===== src/rtl/alu_share_arbiter_if.sv =====
// alu_share_arbiter_if: request, ALU and response signals of the shared-ALU arbiter
interface alu_share_arbiter_if #(
  parameter int DATA_W = 64,
  parameter int OP_W   = 4
);
  logic [1:0]        req_valid;
  logic [1:0]        req_ready;
  logic [DATA_W-1:0] req0_a;
  logic [DATA_W-1:0] req0_b;
  logic [OP_W-1:0]   req0_op;
  logic [DATA_W-1:0] req1_a;
  logic [DATA_W-1:0] req1_b;
  logic [OP_W-1:0]   req1_op;
  logic [DATA_W-1:0] alu_a;
  logic [DATA_W-1:0] alu_b;
  logic [OP_W-1:0]   alu_op;
  logic [DATA_W-1:0] alu_result;
  logic              alu_zero;
  logic              rsp_valid;
  logic              rsp_ready;
  logic              rsp_id;
  logic [DATA_W-1:0] rsp_result;
  logic              rsp_zero;
  logic              rsp_err;
  modport slave (
    input  req_valid, req0_a, req0_b, req0_op, req1_a, req1_b, req1_op,
    input  alu_result, alu_zero, rsp_ready,
    output req_ready, alu_a, alu_b, alu_op,
    output rsp_valid, rsp_id, rsp_result, rsp_zero, rsp_err
  );
  modport master (
    output req_valid, req0_a, req0_b, req0_op, req1_a, req1_b, req1_op,
    output alu_result, alu_zero, rsp_ready,
    input  req_ready, alu_a, alu_b, alu_op,
    input  rsp_valid, rsp_id, rsp_result, rsp_zero, rsp_err
  );
endinterface


===== src/rtl/alu_share_arbiter.sv =====
// alu_share_arbiter: round-robin sharing of one combinational ALU between two requesters
// Optional illegal-opcode reporting enabled by defining ALU_OPCODE_CHECK_EN.
module alu_share_arbiter #(
  parameter int DATA_W = 64,
  parameter int OP_W   = 4
) (
  input logic clk,
  input logic reset_n,
  alu_share_arbiter_if.slave bus
);
  typedef enum logic [1:0] {IDLE = 2'b00, EXEC = 2'b01, RESP = 2'b10} state_t;
  state_t            state_q, state_d;
  logic [1:0]        ready;
  logic              grant_q, grant_d, last_q, last_d, id_q, id_d;
  logic              vld_q, vld_d, zero_q, zero_d, err_q, err_d, pend_q, pend_d;
  logic              illegal;
  logic [OP_W-1:0]   sel_op;
  logic [OP_W-1:0]   op_q, op_d;
  logic [DATA_W-1:0] a_q, a_d, b_q, b_d, res_q, res_d;
`ifdef ALU_OPCODE_CHECK_EN
  function automatic logic op_illegal(input logic [OP_W-1:0] op);
    return !(op inside {OP_W'(0), OP_W'(1), OP_W'(2), OP_W'(6),
                        OP_W'(12), OP_W'(13), OP_W'(8), OP_W'(7)});
  endfunction
`endif
  always_comb begin
    ready = 2'b00;
    if (state_q == IDLE) ready = (&bus.req_valid) ? (last_q ? 2'b01 : 2'b10) : bus.req_valid;
    sel_op = ready[1] ? bus.req1_op : bus.req0_op;
`ifdef ALU_OPCODE_CHECK_EN
    illegal = op_illegal(sel_op);
`else
    illegal = 1'b0;
`endif
  end
  always_comb begin
    state_d = state_q;
    grant_d = grant_q;
    last_d  = last_q;
    id_d    = id_q;
    vld_d   = vld_q;
    zero_d  = zero_q;
    err_d   = err_q;
    pend_d  = pend_q;
    a_d     = a_q;
    b_d     = b_q;
    op_d    = op_q;
    res_d   = res_q;
    case (state_q)
      IDLE: if (|ready) begin
        grant_d = ready[1];
        a_d     = ready[1] ? bus.req1_a : bus.req0_a;
        b_d     = ready[1] ? bus.req1_b : bus.req0_b;
        op_d    = sel_op;
        pend_d  = illegal;
        state_d = EXEC;
      end
      EXEC: begin
        res_d   = pend_q ? '0 : bus.alu_result;
        zero_d  = !pend_q && bus.alu_zero;
        err_d   = pend_q;
        id_d    = grant_q;
        vld_d   = 1'b1;
        state_d = RESP;
      end
      RESP: if (bus.rsp_ready) begin
        vld_d   = 1'b0;
        err_d   = 1'b0;
        last_d  = grant_q;
        state_d = IDLE;
      end
      default: state_d = IDLE;
    endcase
  end
  always_ff @(posedge clk or negedge reset_n) begin
    if (!reset_n) begin
      state_q <= IDLE;
      grant_q <= 1'b0;
      last_q  <= 1'b1;
      id_q    <= 1'b0;
      vld_q   <= 1'b0;
      zero_q  <= 1'b0;
      err_q   <= 1'b0;
      pend_q  <= 1'b0;
      a_q     <= '0;
      b_q     <= '0;
      op_q    <= '0;
      res_q   <= '0;
    end else begin
      state_q <= state_d;
      grant_q <= grant_d;
      last_q  <= last_d;
      id_q    <= id_d;
      vld_q   <= vld_d;
      zero_q  <= zero_d;
      err_q   <= err_d;
      pend_q  <= pend_d;
      a_q     <= a_d;
      b_q     <= b_d;
      op_q    <= op_d;
      res_q   <= res_d;
    end
  end
  assign bus.req_ready  = ready;
  assign bus.alu_a      = a_q;
  assign bus.alu_b      = b_q;
  assign bus.alu_op     = op_q;
  assign bus.rsp_valid  = vld_q;
  assign bus.rsp_id     = id_q;
  assign bus.rsp_result = res_q;
  assign bus.rsp_zero   = zero_q;
  assign bus.rsp_err    = err_q;
endmodule


===== src/flat_wrapper.sv =====
// flat-port wrapper written by rule: the top's interface ports become plain ports
module alu_share_arbiter_flat 
#(
  parameter int DATA_W = 64,
  parameter int OP_W   = 4
)
  (clk, reset_n, bus_req_valid, bus_req0_a, bus_req0_b, bus_req0_op, bus_req1_a, bus_req1_b, bus_req1_op, bus_alu_result, bus_alu_zero, bus_rsp_ready, bus_req_ready, bus_alu_a, bus_alu_b, bus_alu_op, bus_rsp_valid, bus_rsp_id, bus_rsp_result, bus_rsp_zero, bus_rsp_err);
  alu_share_arbiter_if #(.DATA_W(DATA_W), .OP_W(OP_W)) bus_i ();
  input logic clk;
  input logic reset_n;
  input wire logic [$bits(bus_i.req_valid)-1:0] bus_req_valid;
  input wire logic [$bits(bus_i.req0_a)-1:0] bus_req0_a;
  input wire logic [$bits(bus_i.req0_b)-1:0] bus_req0_b;
  input wire logic [$bits(bus_i.req0_op)-1:0] bus_req0_op;
  input wire logic [$bits(bus_i.req1_a)-1:0] bus_req1_a;
  input wire logic [$bits(bus_i.req1_b)-1:0] bus_req1_b;
  input wire logic [$bits(bus_i.req1_op)-1:0] bus_req1_op;
  input wire logic [$bits(bus_i.alu_result)-1:0] bus_alu_result;
  input wire logic [$bits(bus_i.alu_zero)-1:0] bus_alu_zero;
  input wire logic [$bits(bus_i.rsp_ready)-1:0] bus_rsp_ready;
  output wire logic [$bits(bus_i.req_ready)-1:0] bus_req_ready;
  output wire logic [$bits(bus_i.alu_a)-1:0] bus_alu_a;
  output wire logic [$bits(bus_i.alu_b)-1:0] bus_alu_b;
  output wire logic [$bits(bus_i.alu_op)-1:0] bus_alu_op;
  output wire logic [$bits(bus_i.rsp_valid)-1:0] bus_rsp_valid;
  output wire logic [$bits(bus_i.rsp_id)-1:0] bus_rsp_id;
  output wire logic [$bits(bus_i.rsp_result)-1:0] bus_rsp_result;
  output wire logic [$bits(bus_i.rsp_zero)-1:0] bus_rsp_zero;
  output wire logic [$bits(bus_i.rsp_err)-1:0] bus_rsp_err;
  assign bus_i.req_valid = bus_req_valid;
  assign bus_i.req0_a = bus_req0_a;
  assign bus_i.req0_b = bus_req0_b;
  assign bus_i.req0_op = bus_req0_op;
  assign bus_i.req1_a = bus_req1_a;
  assign bus_i.req1_b = bus_req1_b;
  assign bus_i.req1_op = bus_req1_op;
  assign bus_i.alu_result = bus_alu_result;
  assign bus_i.alu_zero = bus_alu_zero;
  assign bus_i.rsp_ready = bus_rsp_ready;
  assign bus_req_ready = bus_i.req_ready;
  assign bus_alu_a = bus_i.alu_a;
  assign bus_alu_b = bus_i.alu_b;
  assign bus_alu_op = bus_i.alu_op;
  assign bus_rsp_valid = bus_i.rsp_valid;
  assign bus_rsp_id = bus_i.rsp_id;
  assign bus_rsp_result = bus_i.rsp_result;
  assign bus_rsp_zero = bus_i.rsp_zero;
  assign bus_rsp_err = bus_i.rsp_err;
  alu_share_arbiter #(.DATA_W(DATA_W), .OP_W(OP_W)) u_core (.clk(clk), .reset_n(reset_n), .bus(bus_i));
endmodule

===== config.mk =====
export PLATFORM = sky130hd
export DESIGN_NAME = alu_share_arbiter_flat
export DESIGN_NICKNAME = d
export VERILOG_FILES = /design/src/rtl/alu_share_arbiter_if.sv /design/src/rtl/alu_share_arbiter.sv /design/src/flat_wrapper.sv
export SDC_FILE = /design/constraint.sdc
export NUM_CORES = 1
export LEC_CHECK = 0
export CORE_AREA = 2 2 211 213
export DETAILED_ROUTE_END_ITERATION = 10
export DIE_AREA = 0 0 213 215
export GPL_TIMING_DRIVEN = 0
export PLACE_DENSITY_LB_ADDON = 0.2
export SYNTH_ARGS = -nofsm -noshare
export SYNTH_HDL_FRONTEND = slang
export SYNTH_SLANG_ARGS = --single-unit

===== constraint.sdc =====
create_clock -name clk -period 3.2 [get_ports clk]
set_input_delay 0.64 -clock clk [delete_from_list [all_inputs] [get_ports clk]]
set_output_delay 0.64 -clock clk [all_outputs]
set_load 0.02 [all_outputs]

Word-level counts from Yosys, hierarchy flattened
Cells that the tools add are included.
{"block": "word_totals", "register_bits": 204, "out_inout_bits": 202, "in_bits": 334, "elab_cells": 35}
{"block": "classes", "muxes": 12, "reduce_logical": 8, "eq_ne": 4}
{"operator": "64-bit two-way mux", "count": 2}
{"operator": "2-bit two-way mux", "count": 5}
{"operator": "2-bit AND reduction", "count": 5}
{"operator": "2-bit one-hot mux with 3 select lines", "count": 1}
{"operator": "4-bit two-way mux", "count": 1}
{"operator": "2-bit inequality test, second input constant", "count": 2}
{"operator": "1-bit one-hot mux with 2 select lines", "count": 2}
{"operator": "2-bit by 1-bit equality test with 1-bit output, second input constant", "count": 1}
{"operator": "2-bit equality test, second input constant", "count": 1}
{"operator": "2-bit logical NOT", "count": 1}
{"operator": "2-bit nonzero test", "count": 1}
{"operator": "2-bit OR reduction", "count": 1}
{"operator": "1-bit two-way mux", "count": 1}

Logic depth before layout (Yosys ltp)
Gate-level depths: netlist of the first run.
{"block": "logic_depth", "depth_word": 6, "mapped_depth": 7, "ltp_nobuf": 3}

Worst setup path after synthesis of the first run
Ideal clock, no wire load.
{"block": "synth_timing", "kind": "input -> output", "from": "in bus_req_valid[1]", "to": "out bus_req_ready[1]", "setup_slack_ns": 1.094, "t_required_ns": 2.560, "arrival_ns": 1.466, "n_path_buf": 3, "path_stages": 4, "cell_sequence": "buf_2 -> and3_1 -> buf_2 -> clkbuf_1"}
{"block": "synth_between", "elab_chain_len": 3}
{"item": "from (decl)", "line": "flat_wrapper.sv:11", "rtl": "input wire logic [$bits(bus_i.req_valid)-1:0] bus_req_valid;"}
{"item": "2-bit AND reduction", "line": "alu_share_arbiter.sv:28", "rtl": "if (state_q == IDLE) ready = (&bus.req_valid) ? (last_q ? 2'b01 : 2'b10) : bus.req_valid;"}
{"item": "2-bit two-way mux * (2 in a row)", "line": "alu_share_arbiter.sv:28"}
{"item": "to (decl)", "line": "flat_wrapper.sv:21", "rtl": "output wire logic [$bits(bus_i.req_ready)-1:0] bus_req_ready;"}
Every way passes the cells marked *; elsewhere a longest branch is shown, timed or not.

Final worst setup path of the first run
{"block": "layout_timing", "from": "in bus_req_valid[0]", "to": "out bus_req_ready[1]"}
{"block": "layout_between", "elab_chain_len": 3}
{"item": "2-bit AND reduction", "line": "alu_share_arbiter.sv:28"}
{"item": "2-bit two-way mux (2 in a row)", "line": "alu_share_arbiter.sv:28"}
Every way passes these cells.

==> metrics.md, run 1 <==
| Metric | Value |
|---|---|
| Tightest Hold Check Type | `in2async` |
| Yosys warns | `0` |
| Yosys top cell by area | `dfrtp_1` |
| Share of layout cells above drive strength 1 | `8.87%` |
| Startpoint types | `primary input` |
| Sequential area share after synthesis | `49.7%` |
| Status | `finished, final reports clean` |
| Vias in the first global route | `10.6k` |
| Largest stage delay on the critical path | `0.47 ns` |
| Slew headroom | `41.7%` |
| Max VDD drop | `0.000508 V` |
| Fillers | `4406` |
| Synth cell types | `24` |
| Leak | `7.52 nW` |
| Top-count cell post-synth | `dfrtp_1` |
| 1st-iter DRT viols | `457` |
| Area of the multi-input gates | `4150 um^2` |
| Tcrit/Tclk final | `90.1%` |
| RePlAce Congestion | `0.827` |
| Gate Count Post-Synth | `928` |
| Post-DP HPWL | `34.5 mm` |
| Max-slew violations | `0` |
| Initial core utilization | `23.4%` |
| Clock Sinks | `203` |
| Prevailing post-synth register cell | `dfrtp_1` |
| Max Buffers Root-to-Sink | `3` |
| CP Cell Sequence | `clkdlybuf4s50_1, nand2_2, and3_1, buf_4, dlygate4sd2_1` |
| Post-Syn Area per Cell | `11.0 um^2` |
| Power per cell area | `989 nW/um^2` |
| Post-synth EDFFs | `0` |
| Clk_skew | `0.00708 ns` |
| Clk_lat worst skew | `0.55 ns` |
| Drt wl/cell | `21.9 um` |
| Yosys top cell area share | `49.4%` |
| Number of nets with antenna violations after detailed routing | `0` |
| Mapped Nets | `1262` |
| Port Buffer Count | `533` |
| RSZ-0062 raised after global routing | `false` |
| 1st-pass router iterations | `5` |
| Root buffer cell | `clkbuf_16` |
| Final wirelength | `46.0 mm` |
| CP endpoint kind | `output pin` |
| CTS tree | `done` |
| DRC viols | `0` |
| Worst-Margin Slew | `0.874 ns` |
| Dominant cells by area after synthesis | `dfrtp_1, a2111oi_0, a211o_1, o21a_1, mux2_2` |
| Delay-heaviest family, CP | `buffers and inverters` |
| Tot Pwr | `17.0 mW` |
| Die W | `213 um` |
| Global Route Usage Sum | `19.5%` |
| Final Hold Fails | `0` |
| Layout area overhead | `68.5%` |
| Max FO, Critical Path | `17` |
| CTS buffer count | `27` |
| Layout Nets | `1824` |
| Clock transition at path regs | `0.06 ns` |
| Full die area | `45800 um^2` |
| Critical path buffers and inverters | `3` |
| Via density | `4.67` |
| CP max stage cell | `clkdlybuf4s50_1` |
| Antenna violations before repair | `5` |
| Commonest cells post-synth | `dfrtp_1, inv_1, a2111oi_0, a211o_1, o21a_1` |
| Netlist area before placement | `10200 um^2` |
| Worst Path Required | `2.56 ns` |
| Critical path data arrival time | `2.24 ns` |
| Min Hold Slack | `0.132 ns` |
| FF+latch area | `5080 um^2` |
| Critical path class | `in2out` |
| Synthesized flop and latch total | `203` |
| Post-CTS setup buffer count | `0` |
| FMAX | `0.347 GHz` |
| Vias | `9828` |
| Endpoints failing setup | `0` |
| # Max-Cap Violations | `0` |
| H-tree depth | `1` |
| Row cnt | `77` |
| Total congestion overflow | `0` |
| Core Region | `43600 um^2` |
| Final min period | `2.88 ns` |
| FFs w/ async S/R, synth | `100%` |
| Die H | `215 um` |
| First-pass GRT wire length | `67.6 mm` |
| Largest net degree at the start of global routing | `106` |
| Io pins | `536` |
-- sequential cells by signal (all words and copies together), names as in the netlist --
register               count
u_core.bus.alu_op          4
u_core.bus.rsp_result     64
u_core.bus.alu_a          64
u_core.bus.rsp_id          1
u_core.grant_q             1
u_core.bus.alu_b          64
u_core.last_q              1
u_core.state_q             2
u_core.bus.rsp_valid       1
u_core.bus.rsp_zero        1
-- layer usage --
layer | routed length (um) | up-vias | track usage, %
met5 | 42 | - | 0
met4 | 677 | 6 | 3.45
met3 | 4520 | 45 | 7.44
met2 | 23200 | 345 | 35.0
met1 | 17600 | 4837 | 21.9
li1 | - | 4595 | -
-- kinds of logic after synthesis --
family / Yosys count / synth area share, %
flip-flops: 203 / 49.7
multiplexers: 66 / 7.27
AND/OR/NAND/NOR: 14 / 0.759
other: 1 / 0.0367
buffers and inverters: 244 / 9.71
AO/OA/AOI/OAI: 400 / 32.5
-- cell usage in the layout (no fill, tap or decap), drive strengths merged --
| cell type | instances |
|---|---|
| nor2b | 1 |
| and3 | 2 |
| o21ai | 1 |
| dlygate4sd2 | 1 |
| or2 | 2 |
| nor2 | 3 |
| a211o | 132 |
| a21oi | 2 |
| o21a | 132 |
| nand2 | 3 |
| nand2b | 1 |
| bufinv | 2 |
| clkinv | 6 |
| nand3b | 1 |
| conb | 1 |
| o21bai | 1 |
| clkbuf | 130 |
| diode | 2 |
| clkdlybuf4s50 | 531 |
| inv | 135 |
| buf | 21 |
| dfrtp | 202 |
| dfstp | 1 |
| a2111oi | 132 |
| mux2 | 66 |
| nor3b | 1 |
-- worst paths after layout --
check	slack [ns]	from	depth (start not counted)	to
max	0.32	bus_req_valid[0]	5	bus_req_ready[1]
min	0.13	reset_n	1	u_core.bus.alu_b[24]
max reg2reg	0.72	u_core.state_q[0]	6	u_core.bus.alu_b[29]
min reg2reg	0.49	u_core.last_q	2	u_core.last_q
max in group asynchronous	2.01	reset_n	2	u_core.bus.alu_a[16]
min in group clk	0.49	u_core.last_q	2	u_core.last_q
-- report_power, final --
part           internal, mW  switching (mW)  leakage (nW)  total [mW]
sequential             3.90           0.753          2.44        4.65
combinational          4.63            4.68          4.64        9.31
clock                  1.85            1.22         0.441        3.07
-- what timing repair did --
action | CTS | global route
gates resized for setup | 4 | 0
setup endpoints to repair | 2 | 0
hold buffers | 0 | 0
-- per-stage QoR --
step	utilization [%]	std cells	setup WS (ns)	setup TNS, ns	area [um^2]
finish	39.5	2104	0.318	0	17200
global route	39.5	2103	0.221	0	17200
CTS	39.5	2102	0.265	0	17200
detailed placement	37.4	2054	-0.762	-10.58	16300
global placement	37.3	2053	-8.30	-1689.49	16300
floorplan	-	928	1.09	0	10200
-- layout make-up --
cell class                      instances  area share [%]
Antenna cell                            2          0.0291
Inverter                              134            2.92
Buffer                                109            2.84
Sequential cell                       203            29.5
Multi-Input combinational cell        481            24.1
Clock buffer                           40            4.55
Timing Repair Buffer                  534            31.2
Tap cell                              592            4.30
Clock inverter                          9           0.596
Power figures use the tool's default switching activity.
==> run 2: changes to the inputs <==
CAP_MARGIN = 40   (was default)
==> run 2 against run 1 <==
  * Utilization shrank 0.060 points
  * Flip-flop and latch count unchanged
  * Register-to-register slack better by 0.03 ns
  * Clock power decreased by 4%
  * Combinational power about the same
  * Cell count about the same
  * Worst hold slack got worse by 0.013 ns
  * First-iteration DRC count up 5.5%
  * Non-clock buffer count up 2
  * Die area stayed put
  * Clock-buffer cell count is 4 lower
  * Critical path depth unchanged
  * Critical path type unchanged
  * Highest routed layer unchanged
==> metrics.md, run 2 (synthesis results as in run 1) <==
| Metric | Value |
|---|---|
| Worst-Margin Slew | `0.886 ns (was 0.874 ns)` |
| Max VDD drop | `0.000431 V (was 0.000508 V)` |
| Clk_lat worst skew | `0.56 ns (was 0.55 ns)` |
| Full die area | `45800 um^2 (unchanged)` |
| H-tree depth | `1 (unchanged)` |
| Largest net degree at the start of global routing | `106 (unchanged)` |
| Core Region | `43600 um^2 (unchanged)` |
| Final Util | `39.4% (was 39.5%)` |
| Vias | `9778 (was 9828)` |
| Row cnt | `77 (unchanged)` |
| 1st-iter DRT viols | `482 (was 457)` |
| Port Buffer Count | `533 (unchanged)` |
| Clock Sinks | `203 (unchanged)` |
| Placed cell area | `16400 um^2 (was 16300 um^2)` |
| DRC viols | `0 (unchanged)` |
| Setup slack, reg-to-reg | `0.75 ns (was 0.72 ns)` |
| Critical path class | `in2out (unchanged)` |
| Path depth of the worst reg2reg path | `6 (unchanged)` |
| Tightest Hold Check Type | `in2async (unchanged)` |
| Final Hold Fails | `0 (unchanged)` |
| Clock transition at path regs | `0.06 ns (about the same)` |
| Via density | `4.65 (was 4.67)` |
| Global Route Usage Sum | `19.4% (was 19.5%)` |
| Root buffer cell | `clkbuf_16 (unchanged)` |
| Beginning of the critical path | `bus_req_valid[1] (was bus_req_valid[0])` |
| First-pass GRT wire length | `67.3 mm (was 67.6 mm)` |
| Leak | `7.51 nW (was 7.52 nW)` |
| Clk_skew | `0.0118 ns (was 0.00708 ns)` |
| M1 wire length | `17.9 mm (was 17.6 mm)` |
| Setup TNS | `0 ns (unchanged)` |
| Max-slew violations | `0 (unchanged)` |
| Layout Nets | `1826 (was 1824)` |
| Status | `finished, final reports clean (unchanged)` |
| RePlAce Congestion | `0.827 (unchanged)` |
| Io pins | `536 (unchanged)` |
| Tot Pwr | `16.9 mW (was 17.0 mW)` |
| Total congestion overflow | `0 (unchanged)` |
| FMAX | `0.359 GHz (was 0.347 GHz)` |
| 1st-pass router iterations | `4 (was 5)` |
| Tcrit/Tclk final | `87.1% (was 90.1%)` |
| Met2 wire length | `23.0 mm (was 23.2 mm)` |
| Startpoint types | `primary input (unchanged)` |
| Crit path to | `bus_req_ready[0] (was bus_req_ready[1])` |
| CP endpoint kind | `output pin (unchanged)` |
| Max Buffers Root-to-Sink | `3 (unchanged)` |
| Slew headroom | `40.9% (was 41.7%)` |
| Worst Path Required | `2.56 ns (about the same)` |
| Final min period | `2.79 ns (was 2.88 ns)` |
| Die W | `213 um (unchanged)` |
| Power per cell area | `983 nW/um^2 (was 989 nW/um^2)` |
| # Max-Cap Violations | `0 (unchanged)` |
| Final wirelength | `46.0 mm (about the same)` |
| Commonest cells after routing, fill and taps aside | `clkdlybuf4s50_1, dfrtp_1, inv_1 (unchanged)` |
| Design Area, Final | `17200 um^2 (about the same)` |
| RSZ-0062 raised after global routing | `false (unchanged)` |
| Endpoints failing setup | `0 (unchanged)` |
| CTS hold repair buffers | `0 (unchanged)` |
| CTS buffer count | `27 (unchanged)` |
| Initial core utilization | `23.4% (unchanged)` |
| Layout area overhead | `68.2% (was 68.5%)` |
| CTS tree | `done (unchanged)` |
| Share of layout cells above drive strength 1 | `8.94% (was 8.87%)` |
| Die H | `215 um (unchanged)` |
| Vias in the first global route | `10.5k (was 10.6k)` |
| Worst R2R Start | `u_core.state_q[0] (unchanged)` |
| FF-to-FF End | `u_core.bus.alu_b[26] (was u_core.bus.alu_b[29])` |
| Met3 WL post-DR | `4.15 mm (was 4.52 mm)` |
| Critical path data arrival time | `2.15 ns (was 2.24 ns)` |
| Post-DP HPWL | `34.8 mm (was 34.5 mm)` |
| Top layer in use | `met5 (unchanged)` |
| Antenna violations before repair | `4 (was 5)` |
| Most common cell after layout, fill and taps aside | `clkdlybuf4s50_1 (unchanged)` |
| Max FO, Critical Path | `9 (was 17)` |
| Number of nets with antenna violations after detailed routing | `0 (unchanged)` |
| Drt wl/cell | `21.9 um (about the same)` |
[run 2: cell count changes in the layout (fill, tap and decap cells not counted), sizes merged]
cell and delta:
buf +2, diode -1, dlygate4sd2 -1, clkinv +1, bufinv -1, clkbuf -4, dlymetal6s2s +1, clkinvlp +2
[run 2: what timing repair did]
action	in CTS	in global routing
resized for setup	2	1
buffers inserted	0	0
setup endpoints to repair	1	1
[run 2: how the worst min path moves through the flow]
stage | start | end | slack, ns | cells after the start
2_1_floorplan | reset_n | u_core.bus.alu_a[0] | 0.34 | 0
4_1_cts | reset_n | u_core.bus.alu_b[24] | 0.16 | 1
3_3_place_gp | u_core.last_q | u_core.last_q | 0.49 | 2
6_report | reset_n | u_core.bus.alu_b[24] | 0.12 | 1
3_5_place_dp | u_core.last_q | u_core.last_q | 0.49 | 2
5_1_grt | reset_n | u_core.bus.alu_b[24] | 0.18 | 1
[run 2: layout make-up]
class / instances / area (um^2)
inverters: 134 / 503
flip-flops and latches: 203 / 5080
repair buffers: 536 / 5390
clock buffers: 36 / 749
clock inverters: 11 / 88.8
plain buffers: 109 / 488
diodes: 1 / 2.50
well taps: 592 / 741
multi-input cells: 481 / 4150
fillers: 4446 / 26400
[run 2: stage by stage]
step	instances	hold WS, ns	setup slack (ns)
finish	2103	0.119	0.413
floorplan	928	0.344	1.09
CTS	2102	0.157	0.00881
global route	2102	0.181	0.287
global placement	2053	0.487	-8.30
detailed placement	2056	0.488	-0.705
[run 2: critical path: stages]
cell and delay, ns:
buf_2 0.29, clkbuf_1 0.35, nand2b_1 0.08, and3_1 0.20
clkdlybuf4s50_1 0.57
[run 2: report_power, final]
part	leakage (nW)	internal (mW)	total [mW]	switching (mW)
logic	4.66	4.64	9.32	4.68
registers	2.44	3.90	4.66	0.761
clock network	0.414	1.71	2.94	1.22
total	7.51	10.2	16.9	6.67
[run 2: metal layers]
| layer | up-vias | GRT usage [%] |
|---|---|---|
| met3 | 55 | 6.88 |
| met1 | 4778 | 22.1 |
| met2 | 334 | 34.6 |
| met4 | 6 | 4.15 |
| met5 | - | 0 |
| li1 | 4605 | - |
==> edit 1 (settings of run 2) <==
Add a define of `ALU_OPCODE_CHECK_EN`.
--- a/src/rtl/alu_share_arbiter.sv
+++ b/src/rtl/alu_share_arbiter.sv
@@ -2,2 +2,4 @@
 // Optional illegal-opcode reporting enabled by defining ALU_OPCODE_CHECK_EN.
+`define ALU_OPCODE_CHECK_EN
+
 module alu_share_arbiter #(
Check against the original RTL: not equivalent (Yosys sat finds a counterexample within 4 cycles, from zero or initial values and one cycle with reset_n low).
==> edit 1 against run 2 <==
- sequential cell count up 2
- wire length rose by 0.53%
- sequential power decreased by 2%
- non-clock buffer count rose by 18
- fmax fell by 10%
- design area shrank 2.3%
- total power is 0.78% lower
- setup slack worse by 0.33 ns
- synthesized cell count grew 18%
- area after synthesis shrank 4.6%
- clock power is 5% higher
- register-to-register slack improved by 0.10 ns
- critical path type unchanged
- largest cell class unchanged
- largest power group unchanged
==> edit 1: results (changes against run 2) <==
{| class="wikitable"
! Metric !! Value
|-
| Result of the run || finished, final reports clean
|-
| Max Clock Skew || 0.0141 ns (+0.00233 ns)
|-
| Number of antenna violations at the first check in global routing || 5 (+1)
|-
| Leading post-synthesis cells by cell area || dfrtp_1 52%, a31oi_1 8.5%, a21oi_1 6.9%
|-
| Synthesized netlist cell count || 1092 (+18%)
|-
| Cell Int Power || 9.60 mW (-6.4%)
|-
| DRT met1 WL || 18300 um (+2.6%)
|-
| Total of cells resized after clock tree synthesis || 6 (+4)
|-
| Critical Path AT || 2.47 ns (+0.32 ns)
|-
| Post-detail-place hpwl || 34600 um (-0.37%)
|-
| Fraction of standard cell area in multi-input logic || 24.0% (-0.12 points)
|-
| Clock network area share || 5.27% (+0.39 points)
|-
| Clock network power consumption || 3.10 mW (+5%)
|-
| Launching instance or port of the critical path || bus_req_valid[1]
|-
| Weighted congestion reported at the end of routability-driven placement || 0.828 (+0.21%)
|-
| Global routing usage on met3 || 7.45% (+0.57 points)
|-
| Share of flip-flops with an asynchronous set or reset after synthesis || 100% (unchanged)
|-
| Tightest slew margin relative to the limit || 41.5% (+0.57 points)
|-
| Count of fill cells added during filler insertion || 4482 (+0.81%)
|-
| Net switching fraction of the power || 42.8% (+3.4 points)
|-
| Routed wl met3 || 4730 um (+14%)
|-
| Total length of routed met2 wires || 21700 um (-5.6%)
|-
| Filler-free cell count of the finished design || 2270 (+7.9%)
|-
| I/O Buffers || 535 (+0.38%)
|-
| Pin count of the biggest net entering global routing || 104 (-1.9%)
|-
| Leading cell types by count after synthesis || 204 x dfrtp_1, 134 x a21oi_1, 133 x nand3_1
|-
| Crit path max fanout || 10 (+1)
|-
| Placed Cells || 2220 (+8.0%)
|-
| Pre-antenna DRT Iters || 4 (unchanged)
|-
| Cell leakage power || 6.40 nW (-15%)
|-
| DR vias/cell || 4.75 (+2.2%)
|-
| Total number of nets in the final design || 1993 (+9.1%)
|-
| Setup repair bufs after CTS || 2 (+2)
|-
| Total routed wirelength || 46200 um (+0.53%)
|-
| Count of inverters not on the clock network in the layout || 3 (-98%)
|-
| Area share of buffers outside the clock network || 35.7% (+1.5 points)
|-
| Layout cells sized above 1 || 5.66% (-3.3 points)
|-
| Non-clock buffer count in the final layout || 663 (+2.8%)
|-
| Seq group || 4.59 mW (-2%)
|-
| Sequential fraction of total cell area || 30.5% (+1.0 points)
|-
| Sequential element share of the synthesized area || 52.6% (+2.9 points)
|-
| Via count of the first global-routing pass || 11.2k (+6.7%)
|-
| Comb_multi_in || 759 (+58%)
|-
| First-pass GRT wire length || 68500 um (+1.8%)
|-
| Overall fraction of global-route tracks in use || 19.4% (+0.022 points)
|-
| Global routing usage on met2 || 32.6% (-2.1 points)
|-
| Highest ir drop seen on vdd || 0.478 mV (+11%)
|-
| Count of clock buffers in the final design || 37 (+2.8%)
|}
## edit 1: cell types whose count changed after synthesis, sizes merged, moves of 69 or more
cell | run 2 | this run
o21a | 132 | 0
a21oi | 2 | 134
a31oi | 0 | 132
a2111oi | 132 | 0
inv | 134 | 3
nand2 | 3 | 72
nand2b | 1 | 71
a211o | 132 | 0
o21ai | 1 | 198
nand3 | 0 | 133
## edit 1: through the flow
step / utilization, % / instance area, um2 / worst slack (ns)
floorplan: - / 9760 / 1.23
global placement: 36.3 / 15900 / -8.08
detailed placement: 36.4 / 15900 / -0.824
CTS: 38.5 / 16800 / 0.0734
global route: 38.5 / 16800 / 0.00172
finish: 38.5 / 16800 / 0.0871
## edit 1: cell families (layout without fill, tap and decap cells)
logic type / Yosys count / count (layout) / synth area share (%)
AOI/OAI and AO/OA: 470 / 470 / 26.0
buffers and inverters: 128 / 713 / 6.07
DFF: 205 / 205 / 52.6
muxes: 2 / 2 / 0.231
other: 0 / 1 / 0
and+or+nand+nor: 287 / 287 / 15.1
## edit 1: worst max-delay path, cell delays in order
cell and delay (ns):
clkdlybuf4s50_1 0.52, nor3b_4 0.34, buf_4 0.30, nand2_1 0.14, inv_1 0.13, dlygate4sd2_1 0.40
## edit 1: final timing paths
kind / to / slack (ns) / cells past startpoint
setup / recovery: bus_req_ready[1] / 0.09 / 6
hold / removal: u_core.bus.rsp_result[23]$_DFFE_PN0P_ / 0.12 / 1
max in group asynchronous: u_core.bus.alu_a[37]$_DFFE_PN0P_ / 2.00 / 2
hold reg to reg: u_core.bus.rsp_result[57]$_DFFE_PN0P_ / 0.48 / 2
min in group clk: u_core.bus.rsp_result[57]$_DFFE_PN0P_ / 0.48 / 2
setup reg to reg: u_core.bus.alu_a[36]$_DFFE_PN0P_ / 0.85 / 8
==> edit 2 (config.mk and constraints of run 2) <==
Made on the original files. Re-encode `state_t` (3 states) as one-hot, 3 bits wide.
--- a/src/rtl/alu_share_arbiter.sv
+++ b/src/rtl/alu_share_arbiter.sv
@@ -10,3 +10,3 @@
 );
-  typedef enum logic [1:0] {IDLE = 2'b00, EXEC = 2'b01, RESP = 2'b10} state_t;
+  typedef enum logic [2:0] {IDLE = 3'b001, EXEC = 3'b010, RESP = 3'b100} state_t;
   state_t            state_q, state_d;
Check against the original RTL: no difference found for any inputs over 4 cycles, from zero or initial values and one cycle with reset_n low; so few cycles prove little.
==> edit 2 against run 2 <==
- design area down 2.1%
- total power up 0.31%
- setup slack worse by 0.24 ns
- sequential power down 2%
- wire length down 7.3%
- area after synthesis down 4.4%
- sequential cell count up 1
==> edit 2: results (changes against run 2) <==
{| class="wikitable"
! Metric !! Value
|-
| DR vias/cell || 4.63 (-0.35%)
|-
| Routed wl met3 || 3760 um (-9.4%)
|-
| Leading post-synthesis cells by cell area || dfrtp_1 52%, a211o_1 12%, o22a_1 12%
|-
| Weighted congestion reported at the end of routability-driven placement || 0.788 (-4.7%)
|-
| R2R Setup Slk || 1.07 ns (+0.32 ns)
|-
| Overall fraction of global-route tracks in use || 18.0% (-1.4 points)
|-
| Pin count of the biggest net entering global routing || 98 (-7.5%)
|-
| Cell leakage power || 6.60 nW (-12%)
|-
| First-pass GRT wire length || 62700 um (-6.9%)
|-
| Crit path max fanout || 19 (+10)
|-
| Sequential element share of the synthesized area || 52.2% (+2.5 points)
|-
| CP delay by family, top || buffers and inverters
|-
| Highest cell delay on the worst timing path || 0.55 ns (-0.02 ns)
|-
| Layout cells sized above 1 || 11.2% (+2.3 points)
|-
| Via count of the first global-routing pass || 9917 (-5.6%)
|-
| Leading cell types by count after synthesis || 202 x dfrtp_1, 132 x a211o_1, 132 x a21boi_0, 132 x o22a_1, 67 x mux2_2
|-
| Total length of routed met2 wires || 20700 um (-10%)
|-
| Post-detailed-route wirelength per cell || 21.7 um (-0.73%)
|-
| Count of fill cells added during filler insertion || 4373 (-1.6%)
|-
| Result of the run || finished, final reports clean
|-
| Reg area || 5110 um2 (+0.52%)
|-
| Worst hold-check path type || reg -> reg
|-
| I/O Buffers || 534 (+0.19%)
|-
| Clock slew at reported path FFs || 0.06 ns (about the same)
|-
| Mapped Nets || 1117 (-11%)
|-
| Critical Path AT || 2.38 ns (+0.23 ns)
|-
| DRT met1 WL || 17400 um (-2.6%)
|-
| Tightest slew margin relative to the limit || 55.3% (+14 points)
|-
| Post-Route Hold Slack || 0.502 ns (+0.383 ns)
|-
| Clk Tree Root Cell || clkbuf_16
|-
| Post-place instance area || 15900 um2 (-2.5%)
|-
| Capture instance of the worst register-to-register path || u_core.bus.alu_a[48]$_DFFE_PN0P_
|-
| Post-detail-place hpwl || 32000 um (-8.0%)
|-
| TritonCTS Buffers || 26 (-3.7%)
|-
| Number of antenna violations at the first check in global routing || 3 (-1)
|-
| Total number of nets in the final design || 1684 (-7.8%)
|-
| Number of violations reported at the end of detailed-routing iteration 0 || 446 (-7.5%)
|-
| Highest ir drop seen on vdd || 0.567 mV (+31%)
|-
| Pre-antenna DRT Iters || 5 (+1)
|}
==> edit 2: cell types whose count changed after synthesis, moves of 6 or more <==
| cell | change |
|---|---|
| a21boi_0 | +132 |
| a2111oi_0 | -132 |
| buf_4 | +7 |
| inv_1 | -134 |
| buf_2 | +6 |
| clkbuf_1 | -33 |
| o21a_1 | -132 |
| o22a_1 | +132 |
==> edit 2: stage by stage <==
stage / worst slack [ns] / total power [mW] / std cells
after global routing: 0.0485 / 18.0 / 1963
after detailed placement: -0.995 / 14.1 / 1913
after CTS: 0.00428 / 17.2 / 1961
final: 0.176 / 17.0 / 1963
after global placement: -8.35 / 14.0 / 1909
after floorplan: 0.973 / 9.64 / 783
==> edit 2: logic make-up (layout without fill, tap and decap cells) <==
family / Yosys count / after routing / synth area share [%]
AOI/OAI and AO/OA: 400 / 400 / 34.0
and+or+nand+nor: 17 / 17 / 1.11
muxes: 67 / 67 / 7.72
buffers and inverters: 94 / 681 / 4.89
DFF: 204 / 204 / 52.2
other: 1 / 2 / 0.0384
==> edit 2: timing repair <==
item | CTS | global route
hold buffers | 1 | 0
resized for setup | 10 | 1
buffers inserted | 0 | 1
endpoints found under the hold margin | 29 | 0
endpoints found under the setup margin | 2 | 1
==> edit 2: where the power goes <==
group | internal (mW) | leakage [nW] | switching, mW | total (mW)
registers | 3.87 | 2.28 | 0.697 | 4.57
clock network | 1.78 | 0.423 | 1.17 | 2.95
logic | 4.66 | 3.89 | 4.78 | 9.44
==> edit 2: how the worst max path moves through the flow <==
| stage | startpoint | to | slack, ns | cells past startpoint |
|---|---|---|---|---|
| CTS | u_core.state_q[0]$_DFFE_PN1P_ | bus_req_ready[1] | 0.004 | 5 |
| global placement | reset_n | u_core.bus.alu_b[5]$_DFFE_PN0P_ | -8.35 | 1 |
| detailed placement | bus_req_valid[1] | bus_req_ready[1] | -1.0 | 6 |
| floorplan | u_core.state_q[0]$_DFFE_PN1P_ | bus_req_ready[1] | 0.97 | 4 |
| finish | bus_req_valid[1] | bus_req_ready[1] | 0.18 | 5 |
| global route | bus_req_valid[1] | bus_req_ready[1] | 0.05 | 5 |
==> edit 2: layout make-up <==
| cell class | instances | area share, % |
|---|---|---|
| Tap cell | 592 | 4.40 |
| Sequential cell | 204 | 30.3 |
| Multi-Input combinational cell | 485 | 25.0 |
| Clock buffer | 43 | 4.78 |
| Clock inverter | 5 | 0.297 |
| Buffer | 93 | 2.91 |
| Antenna cell | 1 | 0.0149 |
| Timing Repair Buffer | 540 | 32.3 |
==> edit 2: layer usage <==
layer | GRT usage, % | up-vias
met2 | 30.9 | 352
li1 | - | 4187
met5 | 0 | -
met3 | 5.77 | 44
met4 | 4.13 | 4
met1 | 21.8 | 4508
